File: config.mk
export PLATFORM = sky130hd
export DESIGN_NAME = uart_transceiver
export DESIGN_NICKNAME = d
export VERILOG_FILES = /design/src/rtl/uart_pkg.sv /design/src/rtl/uart_transceiver_sync_fifo.sv /design/src/rtl/uart_transceiver.sv
export SDC_FILE = /design/constraint.sdc
export NUM_CORES = 1
export LEC_CHECK = 0
export CAP_MARGIN = 20
export CORE_MARGIN = 2
export CORE_UTILIZATION = 23
export DETAILED_ROUTE_END_ITERATION = 10
export SYNTH_ARGS = -nofsm -noshare
export SYNTH_HDL_FRONTEND = slang
export SYNTH_SLANG_ARGS = --single-unit
export TNS_END_PERCENT = 1
File: constraint.sdc
create_clock -name clk -period 7.4 [get_ports clk]
set_input_delay 1.48 -clock clk [delete_from_list [all_inputs] [get_ports clk]]
set_output_delay 1.48 -clock clk [all_outputs]
set_load 0.005 [all_outputs]
File: src/rtl/uart_pkg.sv
// Shared types for the UART core: parity modes, FSM state encodings,
// the RX FIFO entry layout and the parity helper used by both directions.
package uart_pkg;

  localparam int PARITY_NONE   = 0;
  localparam int PARITY_ODD    = 1;
  localparam int PARITY_EVEN   = 2;

  // FIFO entries always carry the widest payload; narrower words are zero-extended.
  localparam int MAX_DATA_BITS = 8;

  typedef enum logic [2:0] {
    TX_IDLE,
    TX_START,
    TX_DATA,
    TX_PARITY,
    TX_STOP
  } tx_state_e;

  typedef enum logic [2:0] {
    RX_IDLE,
    RX_START,
    RX_DATA,
    RX_PARITY,
    RX_STOP
  } rx_state_e;

  typedef struct packed {
    logic [MAX_DATA_BITS-1:0] data;
    logic                     parity_err;
    logic                     frame_err;
  } rx_entry_t;

  // Parity bit to transmit (or expect) for a word; zero-extension does not change it.
  function automatic logic parity_bit(input logic [MAX_DATA_BITS-1:0] data, input int mode);
    logic p;
    case (mode)
      PARITY_ODD:  p = ~^data;
      PARITY_EVEN: p = ^data;
      default:     p = 1'b0;
    endcase
    return p;
  endfunction

endpackage

File: src/rtl/uart_transceiver_sync_fifo.sv
// First-word fall-through synchronous FIFO with occupancy count.
// A push into a full FIFO is only accepted when a pop frees a slot in the
// same cycle; otherwise it is dropped and o_drop pulses.
module sync_fifo #(
  parameter int WIDTH = 10,
  parameter int DEPTH = 16
) (
  input  logic                     clk,
  input  logic                     reset,
  input  logic                     i_push,
  input  logic [WIDTH-1:0]         i_data,
  input  logic                     i_pop,
  output logic [WIDTH-1:0]         o_data,
  output logic                     o_empty,
  output logic                     o_drop,
  output logic [$clog2(DEPTH):0]   o_count
);

  localparam int AW = $clog2(DEPTH);
  localparam logic [AW:0] FULL_COUNT = (AW+1)'(DEPTH);

  logic [WIDTH-1:0] r_mem [DEPTH];
  logic [AW-1:0]    r_wr_ptr;
  logic [AW-1:0]    r_rd_ptr;
  logic [AW:0]      r_count;

  logic w_full;
  logic w_wr;
  logic w_rd;

  assign w_full  = (r_count == FULL_COUNT);
  assign o_empty = (r_count == '0);
  assign w_rd    = i_pop && !o_empty;
  assign w_wr    = i_push && (!w_full || i_pop);
  assign o_drop  = i_push && w_full && !i_pop;
  assign o_count = r_count;

  // Head word is forced to zero while empty so the outputs read clean after reset.
  assign o_data  = o_empty ? '0 : r_mem[r_rd_ptr];

  // Storage array; contents need no reset because the count gates visibility.
  always_ff @(posedge clk) begin
    if (w_wr) begin
      r_mem[r_wr_ptr] <= i_data;
    end
  end

  // Pointer and occupancy bookkeeping; pointers wrap naturally at DEPTH.
  always_ff @(posedge clk) begin
    if (reset) begin
      r_wr_ptr <= '0;
      r_rd_ptr <= '0;
      r_count  <= '0;
    end else begin
      if (w_wr) begin
        r_wr_ptr <= r_wr_ptr + 1'b1;
      end
      if (w_rd) begin
        r_rd_ptr <= r_rd_ptr + 1'b1;
      end
      if (w_wr && !w_rd) begin
        r_count <= r_count + 1'b1;
      end else if (!w_wr && w_rd) begin
        r_count <= r_count - 1'b1;
      end
    end
  end

endmodule

File: src/rtl/uart_transceiver.sv
// Full-duplex UART: shared sample-tick generator, TX and RX state machines,
// and an RX FIFO that keeps per-word parity/frame error flags.
//
// TX states
//   state     | meaning
//   TX_IDLE   | line high, tx_ready=1, waiting for tx_valid
//   TX_START  | word latched; drives start bit from the first tick after accept
//   TX_DATA   | shifting payload out LSB first
//   TX_PARITY | parity bit on the line (only when parity is enabled)
//   TX_STOP   | one or two stop bits; tx_ready returns at the end
//
// RX states
//   state     | meaning
//   RX_IDLE   | waiting for a low sample on a tick
//   RX_START  | counting to mid start bit, false starts go back to idle
//   RX_DATA   | sampling payload bits at mid-bit
//   RX_PARITY | sampling and checking the parity bit
//   RX_STOP   | sampling the first stop bit; pushes the word at mid-stop
module uart_transceiver
  import uart_pkg::*;
#(
  parameter int CLK_FREQUENCY = 100_000_000,
  parameter int BAUD_RATE     = 9600,
  parameter int SAMPLE_RATIO  = 16,
  parameter int DATA_BITS     = 8,
  parameter int PARITY        = 0,
  parameter int STOP_BITS     = 1,
  parameter int FIFO_DEPTH    = 16
) (
  input  logic                          clk,
  input  logic                          reset,
  input  logic                          rxd,
  output logic                          txd,
  input  logic [DATA_BITS-1:0]          tx_data,
  input  logic                          tx_valid,
  output logic                          tx_ready,
  output logic                          tx_busy,
  output logic [DATA_BITS-1:0]          rx_data,
  output logic                          rx_parity_err,
  output logic                          rx_frame_err,
  output logic                          rx_valid,
  input  logic                          rx_ready,
  output logic [$clog2(FIFO_DEPTH):0]   rx_count,
  output logic                          rx_overflow,
  input  logic                          clr_overflow
);

  localparam int SAMPLE_CLK_RATIO = CLK_FREQUENCY / BAUD_RATE / SAMPLE_RATIO;
  localparam int TICK_W = (SAMPLE_CLK_RATIO > 1) ? $clog2(SAMPLE_CLK_RATIO) : 1;
  localparam logic [TICK_W-1:0] TICK_LOAD = TICK_W'(SAMPLE_CLK_RATIO - 1);

  localparam int SR_W = $clog2(SAMPLE_RATIO);
  localparam logic [SR_W-1:0] SR_LOAD = SR_W'(SAMPLE_RATIO - 1);
  localparam logic [SR_W-1:0] SR_HALF = SR_W'(SAMPLE_RATIO / 2 - 1);

  localparam int IDX_W = $clog2(DATA_BITS);
  localparam logic [IDX_W-1:0] IDX_LAST = IDX_W'(DATA_BITS - 1);

  localparam logic STOP_EXTRA = (STOP_BITS == 2);

  // ---------------------------------------------------------------- tick
  logic [TICK_W-1:0] r_tick_cnt;
  logic              w_tick;

  assign w_tick = (r_tick_cnt == '0);

  // Free-running down-counter; terminal count is the sample tick.
  always_ff @(posedge clk) begin
    if (reset) begin
      r_tick_cnt <= TICK_LOAD;
    end else if (w_tick) begin
      r_tick_cnt <= TICK_LOAD;
    end else begin
      r_tick_cnt <= r_tick_cnt - 1'b1;
    end
  end

  // ---------------------------------------------------------------- TX
  tx_state_e            r_tx_state;
  logic                 r_txd;
  logic                 r_tx_ready;
  logic                 r_tx_armed;
  logic [SR_W-1:0]      r_tx_cnt;
  logic [IDX_W-1:0]     r_tx_idx;
  logic [DATA_BITS-1:0] r_tx_shift;
  logic                 r_tx_par;
  logic                 r_tx_stop_left;

  assign txd      = r_txd;
  assign tx_ready = r_tx_ready;
  assign tx_busy  = !r_tx_ready;

  // TX frame sequencer; txd only moves on ticks, one bit per SAMPLE_RATIO ticks.
  always_ff @(posedge clk) begin
    if (reset) begin
      r_tx_state     <= TX_IDLE;
      r_txd          <= 1'b1;
      r_tx_ready     <= 1'b1;
      r_tx_armed     <= 1'b0;
      r_tx_cnt       <= '0;
      r_tx_idx       <= '0;
      r_tx_shift     <= '0;
      r_tx_par       <= 1'b0;
      r_tx_stop_left <= 1'b0;
    end else begin
      case (r_tx_state)
        TX_IDLE: begin
          if (tx_valid && r_tx_ready) begin
            r_tx_shift <= tx_data;
            r_tx_par   <= parity_bit(MAX_DATA_BITS'(tx_data), PARITY);
            r_tx_ready <= 1'b0;
            r_tx_armed <= 1'b0;
            r_tx_state <= TX_START;
          end
        end
        TX_START: begin
          if (w_tick) begin
            // The first tick after accept only starts the start bit.
            if (!r_tx_armed) begin
              r_txd      <= 1'b0;
              r_tx_armed <= 1'b1;
              r_tx_cnt   <= SR_LOAD;
            end else if (r_tx_cnt != '0) begin
              r_tx_cnt <= r_tx_cnt - 1'b1;
            end else begin
              r_txd      <= r_tx_shift[0];
              r_tx_idx   <= '0;
              r_tx_cnt   <= SR_LOAD;
              r_tx_state <= TX_DATA;
            end
          end
        end
        TX_DATA: begin
          if (w_tick) begin
            if (r_tx_cnt != '0) begin
              r_tx_cnt <= r_tx_cnt - 1'b1;
            end else begin
              r_tx_cnt <= SR_LOAD;
              if (r_tx_idx == IDX_LAST) begin
                if (PARITY != PARITY_NONE) begin
                  r_txd      <= r_tx_par;
                  r_tx_state <= TX_PARITY;
                end else begin
                  r_txd          <= 1'b1;
                  r_tx_stop_left <= STOP_EXTRA;
                  r_tx_state     <= TX_STOP;
                end
              end else begin
                r_tx_idx   <= r_tx_idx + 1'b1;
                r_tx_shift <= r_tx_shift >> 1;
                r_txd      <= r_tx_shift[1];
              end
            end
          end
        end
        TX_PARITY: begin
          if (w_tick) begin
            if (r_tx_cnt != '0) begin
              r_tx_cnt <= r_tx_cnt - 1'b1;
            end else begin
              r_txd          <= 1'b1;
              r_tx_cnt       <= SR_LOAD;
              r_tx_stop_left <= STOP_EXTRA;
              r_tx_state     <= TX_STOP;
            end
          end
        end
        TX_STOP: begin
          if (w_tick) begin
            if (r_tx_cnt != '0) begin
              r_tx_cnt <= r_tx_cnt - 1'b1;
            end else if (r_tx_stop_left) begin
              r_tx_stop_left <= 1'b0;
              r_tx_cnt       <= SR_LOAD;
            end else begin
              r_tx_ready <= 1'b1;
              r_tx_armed <= 1'b0;
              r_tx_state <= TX_IDLE;
            end
          end
        end
        default: begin
          r_txd      <= 1'b1;
          r_tx_ready <= 1'b1;
          r_tx_state <= TX_IDLE;
        end
      endcase
    end
  end

  // ---------------------------------------------------------------- RX
  logic                 r_rxd_meta;
  logic                 r_rxd_sync;
  rx_state_e            r_rx_state;
  logic [SR_W-1:0]      r_rx_cnt;
  logic [IDX_W-1:0]     r_rx_idx;
  logic [DATA_BITS-1:0] r_rx_shift;
  logic                 r_rx_perr;

  logic                 w_rx_push;
  rx_entry_t            w_rx_entry;

  // Two-flop synchroniser for the asynchronous serial input; idles high.
  always_ff @(posedge clk) begin
    if (reset) begin
      r_rxd_meta <= 1'b1;
      r_rxd_sync <= 1'b1;
    end else begin
      r_rxd_meta <= rxd;
      r_rxd_sync <= r_rxd_meta;
    end
  end

  // RX frame sequencer; every sample decision happens on a tick.
  always_ff @(posedge clk) begin
    if (reset) begin
      r_rx_state <= RX_IDLE;
      r_rx_cnt   <= '0;
      r_rx_idx   <= '0;
      r_rx_shift <= '0;
      r_rx_perr  <= 1'b0;
    end else if (w_tick) begin
      case (r_rx_state)
        RX_IDLE: begin
          if (!r_rxd_sync) begin
            r_rx_cnt   <= SR_HALF;
            r_rx_perr  <= 1'b0;
            r_rx_state <= RX_START;
          end
        end
        RX_START: begin
          if (r_rx_cnt != '0) begin
            r_rx_cnt <= r_rx_cnt - 1'b1;
          end else if (r_rxd_sync) begin
            r_rx_state <= RX_IDLE;
          end else begin
            r_rx_cnt   <= SR_LOAD;
            r_rx_idx   <= '0;
            r_rx_state <= RX_DATA;
          end
        end
        RX_DATA: begin
          if (r_rx_cnt != '0) begin
            r_rx_cnt <= r_rx_cnt - 1'b1;
          end else begin
            r_rx_shift <= {r_rxd_sync, r_rx_shift[DATA_BITS-1:1]};
            r_rx_cnt   <= SR_LOAD;
            if (r_rx_idx == IDX_LAST) begin
              if (PARITY != PARITY_NONE) begin
                r_rx_state <= RX_PARITY;
              end else begin
                r_rx_state <= RX_STOP;
              end
            end else begin
              r_rx_idx <= r_rx_idx + 1'b1;
            end
          end
        end
        RX_PARITY: begin
          if (r_rx_cnt != '0) begin
            r_rx_cnt <= r_rx_cnt - 1'b1;
          end else begin
            r_rx_perr  <= (r_rxd_sync != parity_bit(MAX_DATA_BITS'(r_rx_shift), PARITY));
            r_rx_cnt   <= SR_LOAD;
            r_rx_state <= RX_STOP;
          end
        end
        RX_STOP: begin
          // Word is pushed by w_rx_push on the same tick; go hunt for the next start.
          if (r_rx_cnt != '0) begin
            r_rx_cnt <= r_rx_cnt - 1'b1;
          end else begin
            r_rx_state <= RX_IDLE;
          end
        end
        default: begin
          r_rx_state <= RX_IDLE;
        end
      endcase
    end
  end

  assign w_rx_push = (r_rx_state == RX_STOP) && w_tick && (r_rx_cnt == '0);

  // Entry assembled from the shift register and the live mid-stop sample.
  always_comb begin
    w_rx_entry                      = '0;
    w_rx_entry.data[DATA_BITS-1:0]  = r_rx_shift;
    w_rx_entry.parity_err           = r_rx_perr;
    w_rx_entry.frame_err            = ~r_rxd_sync;
  end

  // ---------------------------------------------------------------- FIFO
  rx_entry_t w_head;
  logic      w_fifo_empty;
  logic      w_fifo_drop;
  logic      r_overflow;

  sync_fifo #(
    .WIDTH ($bits(rx_entry_t)),
    .DEPTH (FIFO_DEPTH)
  ) u_rx_fifo (
    .clk     (clk),
    .reset   (reset),
    .i_push  (w_rx_push),
    .i_data  (w_rx_entry),
    .i_pop   (rx_ready),
    .o_data  (w_head),
    .o_empty (w_fifo_empty),
    .o_drop  (w_fifo_drop),
    .o_count (rx_count)
  );

  assign rx_valid      = !w_fifo_empty;
  assign rx_data       = w_head.data[DATA_BITS-1:0];
  assign rx_parity_err = w_head.parity_err;
  assign rx_frame_err  = w_head.frame_err;
  assign rx_overflow   = r_overflow;

  // Sticky overflow; a drop in the same cycle as a clear keeps the flag set.
  always_ff @(posedge clk) begin
    if (reset) begin
      r_overflow <= 1'b0;
    end else if (w_fifo_drop) begin
      r_overflow <= 1'b1;
    end else if (clr_overflow) begin
      r_overflow <= 1'b0;
    end
  end

endmodule

==> results of run 1 <==
## flip-flops by register name, summed over array words and instances (netlist names), 4 cells and up, named ones only
register / cells
u_rx_fifo.o_count: 5
r_tx_cnt: 4
u_rx_fifo.r_wr_ptr: 4
u_rx_fifo.r_rd_ptr: 4
r_rx_shift: 8
r_tick_cnt: 10
u_rx_fifo.r_mem: 160
r_tx_shift: 8
r_rx_cnt: 4
## worst max-delay path: stages (launching register included)
cell             delay (ns)
dfxtp_2                0.73
buf_4                  0.54
mux4_2                 0.60
mux2i_1                0.20
o22ai_1                0.14
clkdlybuf4s50_1        0.49
## logic make-up after synthesis
family,after synthesis
xor gates and xnor gates,11
DFF,230
adders and majority gates,19
AOI/OAI and AO/OA,85
and+or+nand+nor,197
buffers and inverters,55
muxes,74
## stage by stage
step | power (W) | hold WS [ns] | setup slack, ns | instances | instance area (sq um)
6_report | 0.002565 | 0.4412 | 2.664 | 1252 | 11280
5_1_grt | 0.002649 | 0.4613 | 2.388 | 1252 | 11280
4_1_cts | 0.002594 | 0.4461 | 2.549 | 1251 | 11260
3_5_place_dp | 0.001456 | 0.4331 | 2.791 | 1207 | 10510
3_3_place_gp | 0.001455 | 0.4372 | 2.912 | 1207 | 10510
2_1_floorplan | 0.001439 | 0.3895 | 3.621 | 671 | 9618
## worst paths after layout
kind                             from                                 to  slack, ns  depth (start not counted)
max reg2reg  r_rx_cnt[0]$_SDFFE_PP0P_  u_rx_fifo.o_count[4]$_SDFFE_PP0P_       3.56                         13
max                          register                         rx_data[7]       2.66                          5
min             r_rxd_meta$_SDFF_PP1_              r_rxd_sync$_SDFF_PP1_       0.44                          1
min reg2reg     r_rxd_meta$_SDFF_PP1_              r_rxd_sync$_SDFF_PP1_       0.44                          1
## report_power, final
group	internal [W]	total (W)	switching [W]
Sequential	0.00137	0.00138	0.00000871
Clock	0.000634	0.00114	0.000503
Combinational	0.0000224	0.0000509	0.0000285
Total	0.00202	0.00256	0.000541
## cell usage after synthesis, types with 4 or more instances
cell type	instances	area, sq um
and3_2	4	30.03
a21oi_1	28	140.1
xnor2_1	6	52.55
edfxtp_1	160	4805
nand4_1	6	37.54
ha_1	18	225.2
nand3_1	16	80.08
nor2b_1	8	50.05
nand2_1	31	116.4
xor2_1	5	43.79
a311oi_1	7	61.31
o22ai_1	11	68.82
dfxtp_1	70	1401
nand2b_1	10	62.56
inv_1	19	71.32
mux4_2	40	900.9
or3_1	5	31.28
mux2i_1	33	330.3
nor4_1	8	50.05
clkbuf_1	26	97.59
nor2_1	69	259.0
buf_2	7	35.03
o21ai_0	14	70.07
nor3_1	13	65.06
a31oi_1	4	25.02
## final cells by class
class / count / share of cell area [%]
Multi-Input combinational cell: 386 / 28.23
Timing Repair Buffer: 41 / 3.593
Clock inverter: 18 / 1.231
Clock buffer: 26 / 5.389
Tap cell: 532 / 5.899
Sequential cell: 230 / 55.02
Inverter: 19 / 0.6321
## metal layers
metal  up-vias  routed length, um  track usage (%)
met4         0                425            2.183
met3        33                774            1.645
met1      2781               9436            12.92
li1       2627                  -                -
met2       106               9005            13.92
met5         -                  0                0
==> results.json, run 1 <==
{
  "status": "complete, no violations",
  "ios": 34,
  "dp_hpwl_um": 12360,
  "setup_viol": 0,
  "synthFlopType": "edfxtp_1",
  "post_cts_buffers": 0,
  "synth_adder_area_share_pct": 2.550,
  "wl_um": 19640,
  "synth_fp_nets": 704,
  "most-common-layout-cells": "160 x edfxtp_1, 69 x nor2_1, 68 x dfxtp_1, 40 x mux4_2, 33 x mux2i_1",
  "drt_iter0_drc": 368,
  "finalClockSkew_ns": 0.01330,
  "fin_nets": 735,
  "synthMuxAreaShare_pct": 12.92,
  "cts.sinks": 230,
  "coreArea_sq_um": 41020,
  "period_minus_slack_ns": 4.736,
  "required_ns": 5.92,
  "regArea_sq_um": 6208,
  "p_leak_nw": 3.644,
  "grt_max_degree": 63,
  "overflow": 0,
  "power_density_nw_per_um2": 227.3,
  "gp_congestion": 0.7535,
  "synth-edff-count": 160,
  "worst_setup_path_end_kind": "output pin",
  "crit_type": "register to output pin",
  "die-width_um": 208.5,
  "synth_cells": 671,
  "drive_gt1_share_pct": 15.28,
  "fin_util_pct": 27.51,
  "h-tree-depth": 1,
  "die_h_um": 208.5,
  "crit_fanout": 24,
  "grt_usage_pct": 8.970,
  "fillerInstances": 4145,
  "start_util_pct": 23.45,
  "diodes": 0,
  "areaGrowthSynthToFinish_pct": 17.31,
  "ctsResizeCount": 0,
  "final_hold_viol_count": 0,
  "num_vias": 5547,
  "drv_cap": 0,
  "clock_latency_ns": 0.52,
  "yosysWarnings": 0,
  "hold_path.class": "register to register",
  "fin_crit_sh_pct": 64.00,
  "maxSlewHeadroom_pct": 31.79,
  "synth.distinct_cells": 63,
  "dr.pass1.iters": 5,
  "synthXorXnorAreaFrac_pct": 1.002,
  "syn_area_sq_um": 9618,
  "first_global_vias": 5496,
  "cts_tree": "done",
  "ir_drop_mv": 0.1368,
  "antenna_left": 0,
  "numCtsBuffers": 24,
  "final.setup.tns_ns": 0,
  "grt_first_pass_wirelength_um": 30920,
  "tightest_slew_ns": 1.019,
  "antenna_found_initial": 0,
  "cts-root-buf": "clkbuf_16",
  "yosys.area_share.simple_pct": 10.78,
  "synth_compound_area_share_pct": 5.867,
  "cp-start-kind": "register",
  "via_per_inst": 4.431,
  "arrival_ns": 3.26,
  "synth_top_family_by_area": "multiplexers",
  "rsz0062_at_grt": "no",
  "die-area_sq_um": 43470,
  "multiInputGateArea_sq_um": 3186,
  "drc": 0,
  "ys_ff_latch": 230,
  "synth.avg_cell_area_sq_um": 14.33,
  "layout_commonest_cell": "edfxtp_1",
  "io_buffers": 33,
  "clkSlewWorstSetupHoldPaths_ns": 0.06,
  "rows": 74,
  "seq_area_frac_synth_pct": 64.52,
  "cts_buffer_depth": 3,
  "timing.fmax_mhz": 211.1,
  "slew_viol_final": 0,
  "async_flop_share_pct": 0,
  "ctsHoldBuffers": 0,
  "wire_per_inst_um": 15.69
}
(Power assumes the default switching activity.)
==> run 2, diff against run 1 <==
Clock period 7.4 ns to 4 ns, I/O delays scaled along.
==> results.json, run 2 (synthesized netlist as in run 1, its figures left out) <==
{
  "status": "complete, no violations",
  "ff2ff_path_depth": 14,
  "arrival_ns": 2.83,
  "layout_setup_ws_ns": 0.3746,
  "die-area_sq_um": 43470,
  "numCtsBuffers": 25,
  "final_hold_viol_count": 0,
  "maxSlewHeadroom_pct": 51.55,
  "rows": 74,
  "cts_buffer_depth": 3,
  "diodes": 0,
  "largest_register_ffs": 160,
  "crit_type": "register to output pin",
  "grt_usage_pct": 8.716,
  "cts-root-buf": "clkbuf_16",
  "period_minus_slack_ns": 3.625,
  "dr.pass1.iters": 4,
  "ctsHoldBuffers": 0,
  "setup_viol": 0,
  "regMostFlops": "u_rx_fifo.r_mem",
  "ios": 34,
  "wire_per_inst_um": 15.22,
  "num_vias": 5549,
  "drive_gt1_share_pct": 16.40,
  "via_per_inst": 4.369,
  "dp_slack_ns": 0.1795,
  "antenna_left": 0,
  "rsz0062_at_grt": "no",
  "ir_drop_mv": 0.2841,
  "antenna_found_initial": 0,
  "start_util_pct": 23.45,
  "fillerInstances": 4150,
  "drv_cap": 0,
  "regArea_sq_um": 6208,
  "cts.sinks": 230,
  "power_density_nw_per_um2": 417.7,
  "worst_setup_path_end_kind": "output pin",
  "required_ns": 3.20,
  "tightest_slew_ns": 0.7257,
  "reg2reg_slack_ns": 0.53,
  "r2r_end": "u_rx_fifo.o_count[4]$_SDFFE_PP0P_",
  "slew_viol_final": 0,
  "drc": 0,
  "gp_congestion": 0.7358,
  "ctsResizeCount": 0,
  "fin_nets": 754,
  "clkSlewWorstSetupHoldPaths_ns": 0.06,
  "areaGrowthSynthToFinish_pct": 18.77,
  "layout_commonest_cell": "edfxtp_1",
  "hold_depth": 1,
  "dp_hpwl_um": 12170,
  "grt_first_pass_wirelength_um": 30430,
  "crit_fanout": 10,
  "coreArea_sq_um": 41020,
  "wl_um": 19330,
  "p_leak_nw": 3.747,
  "cts_tree": "done",
  "cp-start-kind": "register",
  "post_cts_buffers": 0,
  "most-common-layout-cells": "160 x edfxtp_1, 69 x nor2_1, 68 x dfxtp_1, 40 x mux4_2, 33 x mux2i_1",
  "reg2reg_from": "r_rx_cnt[0]$_SDFFE_PP0P_",
  "h-tree-depth": 1,
  "hold_end": "r_tick_cnt[0]$_SDFF_PP0_",
  "multiInputGateArea_sq_um": 3186,
  "die_h_um": 208.5,
  "timing.fmax_mhz": 275.8,
  "die-width_um": 208.5,
  "first_global_vias": 5393,
  "top_regs": "u_rx_fifo.r_mem: 160 flops, r_tick_cnt: 10 flops",
  "overflow": 0,
  "finalClockSkew_ns": 0.01455,
  "final.setup.tns_ns": 0,
  "io_buffers": 33,
  "fin_crit_sh_pct": 90.64,
  "clock_latency_ns": 0.53,
  "grt_max_degree": 41,
  "hp-start": "r_tick_cnt[0]$_SDFF_PP0_",
  "drt_iter0_drc": 328,
  "hold_path.class": "register to register",
  "power_w": 0.004772
}
run 2: changes by cell type in the layout (fill, tap and decap cells not counted), sizes merged:
cell	delta
clkbuf	+5
clkinv	-2
buf	+18
clkinvlp	-4
inv	+1
run 2: metrics by stage:
| step | hold slack [ns] | cell area, sq um | utilization [%] | instances |
|---|---|---|---|---|
| 2_1_floorplan | 0.3895 | 9618 | - | 671 |
| 3_3_place_gp | 0.4314 | 10680 | 26.03 | 1226 |
| 3_5_place_dp | 0.4334 | 10680 | 26.03 | 1226 |
| 4_1_cts | 0.4414 | 11420 | 27.85 | 1270 |
| 5_1_grt | 0.4555 | 11420 | 27.85 | 1270 |
| 6_report | 0.4367 | 11420 | 27.85 | 1270 |
run 2: how the worst max path moves through the flow:
stage	start	end	slack [ns]	cells after the start
floorplan	r_rx_cnt[0]$_SDFFE_PP0P_	u_rx_fifo.o_count[4]$_SDFFE_PP0P_	0.64	15
global placement	rx_ready	u_rx_fifo.o_count[4]$_SDFFE_PP0P_	0.29	12
detailed placement	rx_ready	u_rx_fifo.o_count[4]$_SDFFE_PP0P_	0.18	12
CTS	u_rx_fifo.o_count[0]$_SDFFE_PP0P_	rx_data[7]	0.36	5
global route	u_rx_fifo.o_count[0]$_SDFFE_PP0P_	rx_data[6]	0.11	5
finish	u_rx_fifo.o_count[0]$_SDFFE_PP0P_	rx_data[6]	0.37	5
run 2: layer usage:
metal / routed length, um / GRT usage (%) / vias up
li1: - / - / 2649
met1: 8797 / 11.75 / 2766
met2: 9095 / 14.25 / 108
met3: 1113 / 1.932 / 26
met4: 320 / 2.084 / 0
met5: 0 / 0 / -
run 2: area by class of cell:
type                    count  share of cell area (%)
flip-flops and latches    230                   54.35
repair buffers             59                   4.775
inverters                  19                  0.6243
clock buffers              31                   5.674
clock inverters            13                  0.8653
multi-input cells         386                   27.89
well taps                 532                   5.827
run 2: critical path: stages (launching register included):
cell             delay [ns]
dfxtp_1                0.35
nor4_1                 0.47
nand2b_1               0.24
nand2b_1               0.44
o22ai_1                0.28
clkdlybuf4s50_1        0.51
run 2: power by group:
part | internal, W | switching (W) | total, W
Clock | 0.00121 | 0.000912 | 0.00213
Combinational | 0.0000440 | 0.0000543 | 0.0000983
Sequential | 0.00253 | 0.0000165 | 0.00255
Total | 0.00379 | 0.000983 | 0.00477
